File: src/rtl/pwm_bright_ctrl.sv
// pwm_bright_ctrl: multi-channel LED brightness controller.
// Four raw push-buttons are synchronised and debounced internally. They step
// the selected channel's duty (saturating), pick the next channel, and toggle
// that channel between steady and breathe mode. All channels share one
// free-running PWM counter. Duty changes are latched only at period boundaries.
// Ports:
//   clk        clock
//   rst        synchronous active-high reset
//   btn_plus   raw button, raise selected channel duty by STEP
//   btn_minus  raw button, lower selected channel duty by STEP
//   btn_sel    raw button, advance selected channel (wraps)
//   btn_mode   raw button, toggle selected channel steady/breathe
//   led        registered PWM outputs, one per channel
//   cur_ch     currently selected channel
//   cur_duty   programmed duty of the selected channel
//   cur_mode   mode of the selected channel (0 steady, 1 breathe)
module pwm_bright_ctrl #(
  parameter int NCH        = 4,
  parameter int WIDTH      = 8,
  parameter int STEP       = 16,
  parameter int RESET_DUTY = 128,
  parameter int DEB_CYCLES = 1000,
  parameter int FADE_DIV   = 4096,
  localparam int CW        = (NCH > 1) ? $clog2(NCH) : 1
) (
  input  logic             clk,
  input  logic             rst,
  input  logic             btn_plus,
  input  logic             btn_minus,
  input  logic             btn_sel,
  input  logic             btn_mode,
  output logic [NCH-1:0]   led,
  output logic [CW-1:0]    cur_ch,
  output logic [WIDTH-1:0] cur_duty,
  output logic             cur_mode
);

  localparam int DW = $clog2(DEB_CYCLES + 1);
  localparam int FW = (FADE_DIV > 1) ? $clog2(FADE_DIV) : 1;
  localparam int B_PLUS  = 0;
  localparam int B_MINUS = 1;
  localparam int B_SEL   = 2;
  localparam int B_MODE  = 3;
  localparam logic [WIDTH:0]   MAXV  = {1'b0, {WIDTH{1'b1}}};
  localparam logic [WIDTH:0]   STEPV = (WIDTH + 1)'(STEP);
  localparam logic [WIDTH-1:0] TOP   = '1;

  typedef enum logic {FADE_UP, FADE_DOWN} fade_dir_t;

  // ---------------- debouncers ----------------
  logic [3:0]    raw;
  logic [3:0]    sync1, sync2;
  logic [3:0]    acc, lock, pulse;
  logic [DW-1:0] dcnt [4];

  assign raw = {btn_mode, btn_sel, btn_minus, btn_plus};

  // Synchroniser is deliberately left out of reset so a button held through
  // reset is still seen as pressed immediately afterwards.
  always_ff @(posedge clk) begin
    sync1 <= raw;
    sync2 <= sync1;
  end

  // After reset each debouncer is locked: it behaves as if the button were
  // already accepted high, so a held button must be released (accepted low)
  // before a new press can produce a pulse.
  always_ff @(posedge clk) begin
    if (rst) begin
      acc   <= '0;
      lock  <= '1;
      pulse <= '0;
      for (int unsigned b = 0; b < 4; b++) dcnt[b] <= '0;
    end else begin
      for (int unsigned b = 0; b < 4; b++) begin
        pulse[b] <= 1'b0;
        if (sync2[b] == (acc[b] | lock[b])) begin
          dcnt[b] <= '0;
        end else if (dcnt[b] == DW'(DEB_CYCLES - 1)) begin
          dcnt[b]  <= '0;
          acc[b]   <= sync2[b];
          lock[b]  <= 1'b0;
          pulse[b] <= sync2[b];
        end else begin
          dcnt[b] <= dcnt[b] + 1'b1;
        end
      end
    end
  end

  // ---------------- channel registers ----------------
  logic [WIDTH-1:0] duty [NCH];
  logic [NCH-1:0]   mode;
  logic [CW-1:0]    ch;
  logic [WIDTH:0]   sum, dif;
  logic [WIDTH-1:0] inc, dec;

  // Borrow into bit WIDTH marks an underflow (STEP < 2^WIDTH).
  always_comb begin
    sum = {1'b0, duty[ch]} + STEPV;
    dif = {1'b0, duty[ch]} - STEPV;
    inc = (sum > MAXV) ? MAXV[WIDTH-1:0] : sum[WIDTH-1:0];
    dec = dif[WIDTH] ? '0 : dif[WIDTH-1:0];
  end

  always_ff @(posedge clk) begin
    if (rst) begin
      for (int unsigned i = 0; i < NCH; i++) duty[i] <= WIDTH'(RESET_DUTY);
      mode <= '0;
      ch   <= '0;
    end else begin
      if (pulse[B_PLUS] && !pulse[B_MINUS])      duty[ch] <= inc;
      else if (pulse[B_MINUS] && !pulse[B_PLUS]) duty[ch] <= dec;
      if (pulse[B_MODE]) mode[ch] <= ~mode[ch];
      if (pulse[B_SEL])  ch <= (ch == CW'(NCH - 1)) ? '0 : ch + 1'b1;
    end
  end

  assign cur_ch   = ch;
  assign cur_duty = duty[ch];
  assign cur_mode = mode[ch];

  // ---------------- breathe level ----------------
  logic [FW-1:0]    fdiv;
  logic             tick;
  logic [WIDTH-1:0] level, level_nxt;
  fade_dir_t        dir, dir_nxt;

  assign tick = (fdiv == FW'(FADE_DIV - 1));

  always_ff @(posedge clk) begin
    if (rst) begin
      fdiv  <= '0;
      level <= '0;
      dir   <= FADE_UP;
    end else begin
      fdiv  <= tick ? '0 : fdiv + 1'b1;
      level <= level_nxt;
      dir   <= dir_nxt;
    end
  end

  always_comb begin
    level_nxt = level;
    dir_nxt   = dir;
    if (tick) begin
      unique case (dir)
        FADE_UP: begin
          level_nxt = level + 1'b1;
          if (level_nxt == TOP) dir_nxt = FADE_DOWN;
        end
        FADE_DOWN: begin
          level_nxt = level - 1'b1;
          if (level_nxt == '0) dir_nxt = FADE_UP;
        end
        default: ;
      endcase
    end
  end

  // ---------------- PWM ----------------
  logic [WIDTH-1:0] cnt;
  logic [WIDTH-1:0] eff    [NCH];
  logic [WIDTH-1:0] shadow [NCH];

  always_comb begin
    for (int unsigned i = 0; i < NCH; i++) begin
      eff[i] = duty[i];
      if (mode[i] && (level < duty[i])) eff[i] = level;
    end
  end

  always_ff @(posedge clk) begin
    if (rst) begin
      cnt <= '0;
      led <= '0;
      for (int unsigned i = 0; i < NCH; i++) shadow[i] <= WIDTH'(RESET_DUTY);
    end else begin
      cnt <= cnt + 1'b1;
      for (int unsigned i = 0; i < NCH; i++) begin
        if (cnt == TOP) shadow[i] <= eff[i];
        led[i] <= (cnt < shadow[i]);
      end
    end
  end

endmodule
File: config.mk
export PLATFORM = sky130hd
export DESIGN_NAME = pwm_bright_ctrl
export DESIGN_NICKNAME = d
export VERILOG_FILES = /design/src/rtl/pwm_bright_ctrl.sv
export SDC_FILE = /design/constraint.sdc
export NUM_CORES = 1
export LEC_CHECK = 0
export CORE_ASPECT_RATIO = 0.7
export CORE_MARGIN = 2
export CORE_UTILIZATION = 58
export CTS_BUF_LIST = sky130_fd_sc_hd__clkbuf_2
export CTS_CLUSTER_DIAMETER = 50
export DETAILED_ROUTE_END_ITERATION = 12
export PLACE_DENSITY = 0.76
export SYNTH_ARGS = -nofsm -noshare
export SYNTH_HDL_FRONTEND = slang
export SYNTH_SLANG_ARGS = --single-unit
export TNS_END_PERCENT = 50
File: constraint.sdc
create_clock -name clk -period 2.3 [get_ports clk]
set_input_delay 0.46 -clock clk [delete_from_list [all_inputs] [get_ports clk]]
set_output_delay 0.46 -clock clk [all_outputs]
set_load 0.005 [all_outputs]
==> flow_summary.json <==
{
  "status": "complete, but fails checks",
  "violations": "setup timing",
  "critPathCaptureType": "flip-flop",
  "utilization_pct": 68.4,
  "power.leakage_nw": 4.67,
  "cp.depth": 9,
  "antenna_found_initial": 0,
  "cts.htree.levels": 4,
  "synth_area_leaders": "edfxtp_1 35%, dfxtp_1 14%, ha_1 10%",
  "maxSlewViolCount": 0,
  "vias": 6489,
  "tightest_slew_ns": 0.509,
  "critical_path_arrival_ns": 3.07,
  "cp_top_family": "multiplexers",
  "p_per_area_nw_per_um2": 502,
  "cts.sinks": 165,
  "syn2layout_area_growth_pct": 16.7,
  "clk_latency_ns": 0.75,
  "pre_cts_slack_ns": -0.0895,
  "port_buffers": 20,
  "layout_common_cells": "147 x nor2_1, 104 x edfxtp_1, 73 x inv_1",
  "die_y_um": 108,
  "cts_tree": "built",
  "grt_max_degree": 47,
  "fin_ws_ns": -0.231,
  "num_antenna_cells": 0,
  "critPathKind": "flip-flop to flip-flop",
  "grt_pass1_wl_um": 31100,
  "peakVddDrop_uv": 352,
  "die_x_um": 153,
  "cts_root_buffer": "clkbuf_2",
  "cp_num_buf_inv": 2,
  "rows": 38,
  "dp_cells": 1151,
  "intPower_mw": 3.95,
  "yosys_warnings": 0,
  "die_area_um2": 16500,
  "post-route-period-util_pct": 110,
  "r2r_end": "duty[1][2]$_SDFFCE_PN0P_",
  "layout-drive-gt1-share_pct": 15.9,
  "start_kind": "flip-flop",
  "path_clk_slew_ns": 0.23,
  "switching_share_pct": 24.9,
  "hold_viol": 0,
  "initial_utilization_pct": 58.6,
  "critPathSlowestCell": "mux4_2",
  "critical_path.endpoint": "duty[1][2]$_SDFFCE_PN0P_",
  "coreArea_um2": 15300,
  "layout_commonest_cell": "nor2_1",
  "maxCapViolCount": 0,
  "synth_top_area_share_pct": 34.8,
  "comb_power_share_pct": 7.5,
  "relSlewSlack_pct": 65.7,
  "place.gp.congestion": 0.867,
  "dpl_cell_area_um2": 9890,
  "ys_seq_elements": 165,
  "worstRegToRegCells": 9,
  "slowest_delay_ns": 0.57,
  "r2r_setup_slack_ns": -0.23,
  "seqPwrFrac_pct": 63.0,
  "yosys.cell_types.count": 54,
  "synth_flop_cell": "edfxtp_1",
  "fin_cells": 1216,
  "synth_area_per_cell_um2": 10.4,
  "fmax_mhz": 395,
  "synthesis.instances": 867,
  "wire_per_inst_um": 15.3,
  "min_path_type": "input port to flip-flop",
  "fin_setup_tns_ns": -4.90,
  "finalSetupViolCount": 32,
  "crit_chain": "buf_6, mux4_2, buf_4, ha_2, nand2b_1, mux2_4, nand3_4, a21boi_4, nor2_1",
  "io_pins": 21,
  "drt_iter0_drc": 445,
  "fin_crit_ns": 2.53,
  "power_frac_clock_pct": 29.5,
  "yosysTopAreaCell": "edfxtp_1",
  "grt_pass1_vias": 6230,
  "crit_fanout": 5,
  "power_switching_mw": 1.31,
  "p_total_mw": 5.26,
  "final_area_um2": 10500,
  "synthArstFlopShare_pct": 0,
  "cts_buffers": 17,
  "fin_worst_skew_ns": 0.0545,
  "netlist_area_um2": 8980,
  "layout.nets": 1082,
  "vias_per_cell": 5.34,
  "dr.pass1.iters": 5,
  "gr-total-overflow": 0,
  "cts_buffer_depth": 2,
  "hpwl_um": 13600,
  "ys_seq_area_share_pct": 48.4,
  "drtAntennaViolNets": 0,
  "track_usage_pct": 24.0,
  "synth_edf_count": 104,
  "required_ns": 2.84,
  "hold_slack_ns": 0.126,
  "routed_wl_um": 18600,
  "drc": 0,
  "rsz0062_at_grt": "true"
}
-- Yosys cell counts, types with 4 or more instances --
cell	count
o21ai_0	10
buf_1	4
mux4_2	7
o211ai_1	4
ha_1	73
o21ai_2	5
mux2i_1	35
inv_1	73
a21oi_1	23
or3_1	4
a21o_1	9
nand4_1	12
nor3b_1	8
and3_1	13
clkbuf_1	16
nor2b_1	5
nand3_1	32
xnor2_1	29
nor2_1	149
and2_1	6
o21ai_1	9
xor2_1	34
a211oi_1	5
nor3_1	8
a311oi_1	4
dfxtp_1	61
nand2b_1	14
nor4_1	4
edfxtp_1	104
a21boi_4	5
a41oi_1	4
or4_1	5
nand2_1	58
-- registers in the layout, summed over array words and instances (netlist names), 8 cells and up, named ones only --
| register | flops |
|---|---|
| cnt | 8 |
| level | 8 |
| duty | 32 |
| shadow | 32 |
| dcnt | 40 |
| fdiv | 12 |
-- what timing repair did --
action                     4_1_cts  5_1_grt
hold buffers                     1        2
setup buffers                   21        9
setup endpoints to repair       30       49
resized for setup               65       11
hold endpoints to repair         3        2
pin swaps                       17        3
-- layout make-up --
type	count	area, µm²
tap	200	250
fill	1195	4830
clock buffer	21	105
clock inverter	11	126
timing repair buffer	102	887
multi-input combinational	642	4470
inverter	75	282
sequential	165	4360
-- cell families (layout without fill, tap and decap cells) --
group                    after synthesis  after routing  share of synthesized area, %
adder cells (fa/ha/maj)               73             73                          10.2
AO/OA/AOI/OAI                         92             92                          7.49
multiplexers                          45             45                          6.37
flip-flops                           165            165                          48.4
other                                  1             40                        0.0418
XOR/XNOR                              63             63                          6.15
AND/OR/NAND/NOR                      329            329                          17.0
buffers and inverters                 99            209                          4.34
-- power groups by stage --
stage          clock (mW)  sequential [mW]  combinational (mW)
3_3_place_gp            0             3.38               0.353
6_report             1.55             3.31               0.396
2_1_floorplan           0             3.36               0.245
4_1_cts              1.58             3.31               0.381
5_1_grt              1.71             3.33               0.447
3_5_place_dp            0             3.38               0.362
-- worst min-delay path by stage --
stage,start,end,slack (ns),cells after the start
after floorplan,sync1[0]$_DFF_P_,sync2[0]$_DFF_P_,0.31,0
after CTS,btn_minus,sync1[1]$_DFF_P_,0.03,1
after detailed placement,sync1[0]$_DFF_P_,sync2[0]$_DFF_P_,0.31,0
after global routing,btn_mode,sync1[3]$_DFF_P_,0.001,1
final,btn_plus,sync1[0]$_DFF_P_,0.13,1
after global placement,sync1[0]$_DFF_P_,sync2[0]$_DFF_P_,0.31,0
-- routing by layer --
layer	track usage, %	vias up	wire length (µm)
li1	-	3270	-
met1	35.4	3057	9420
met2	36.5	151	8050
met3	5.29	11	982
met4	5.42	0	131
met5	0	-	0
No activity file was read; power rests on OpenSTA's default activity.
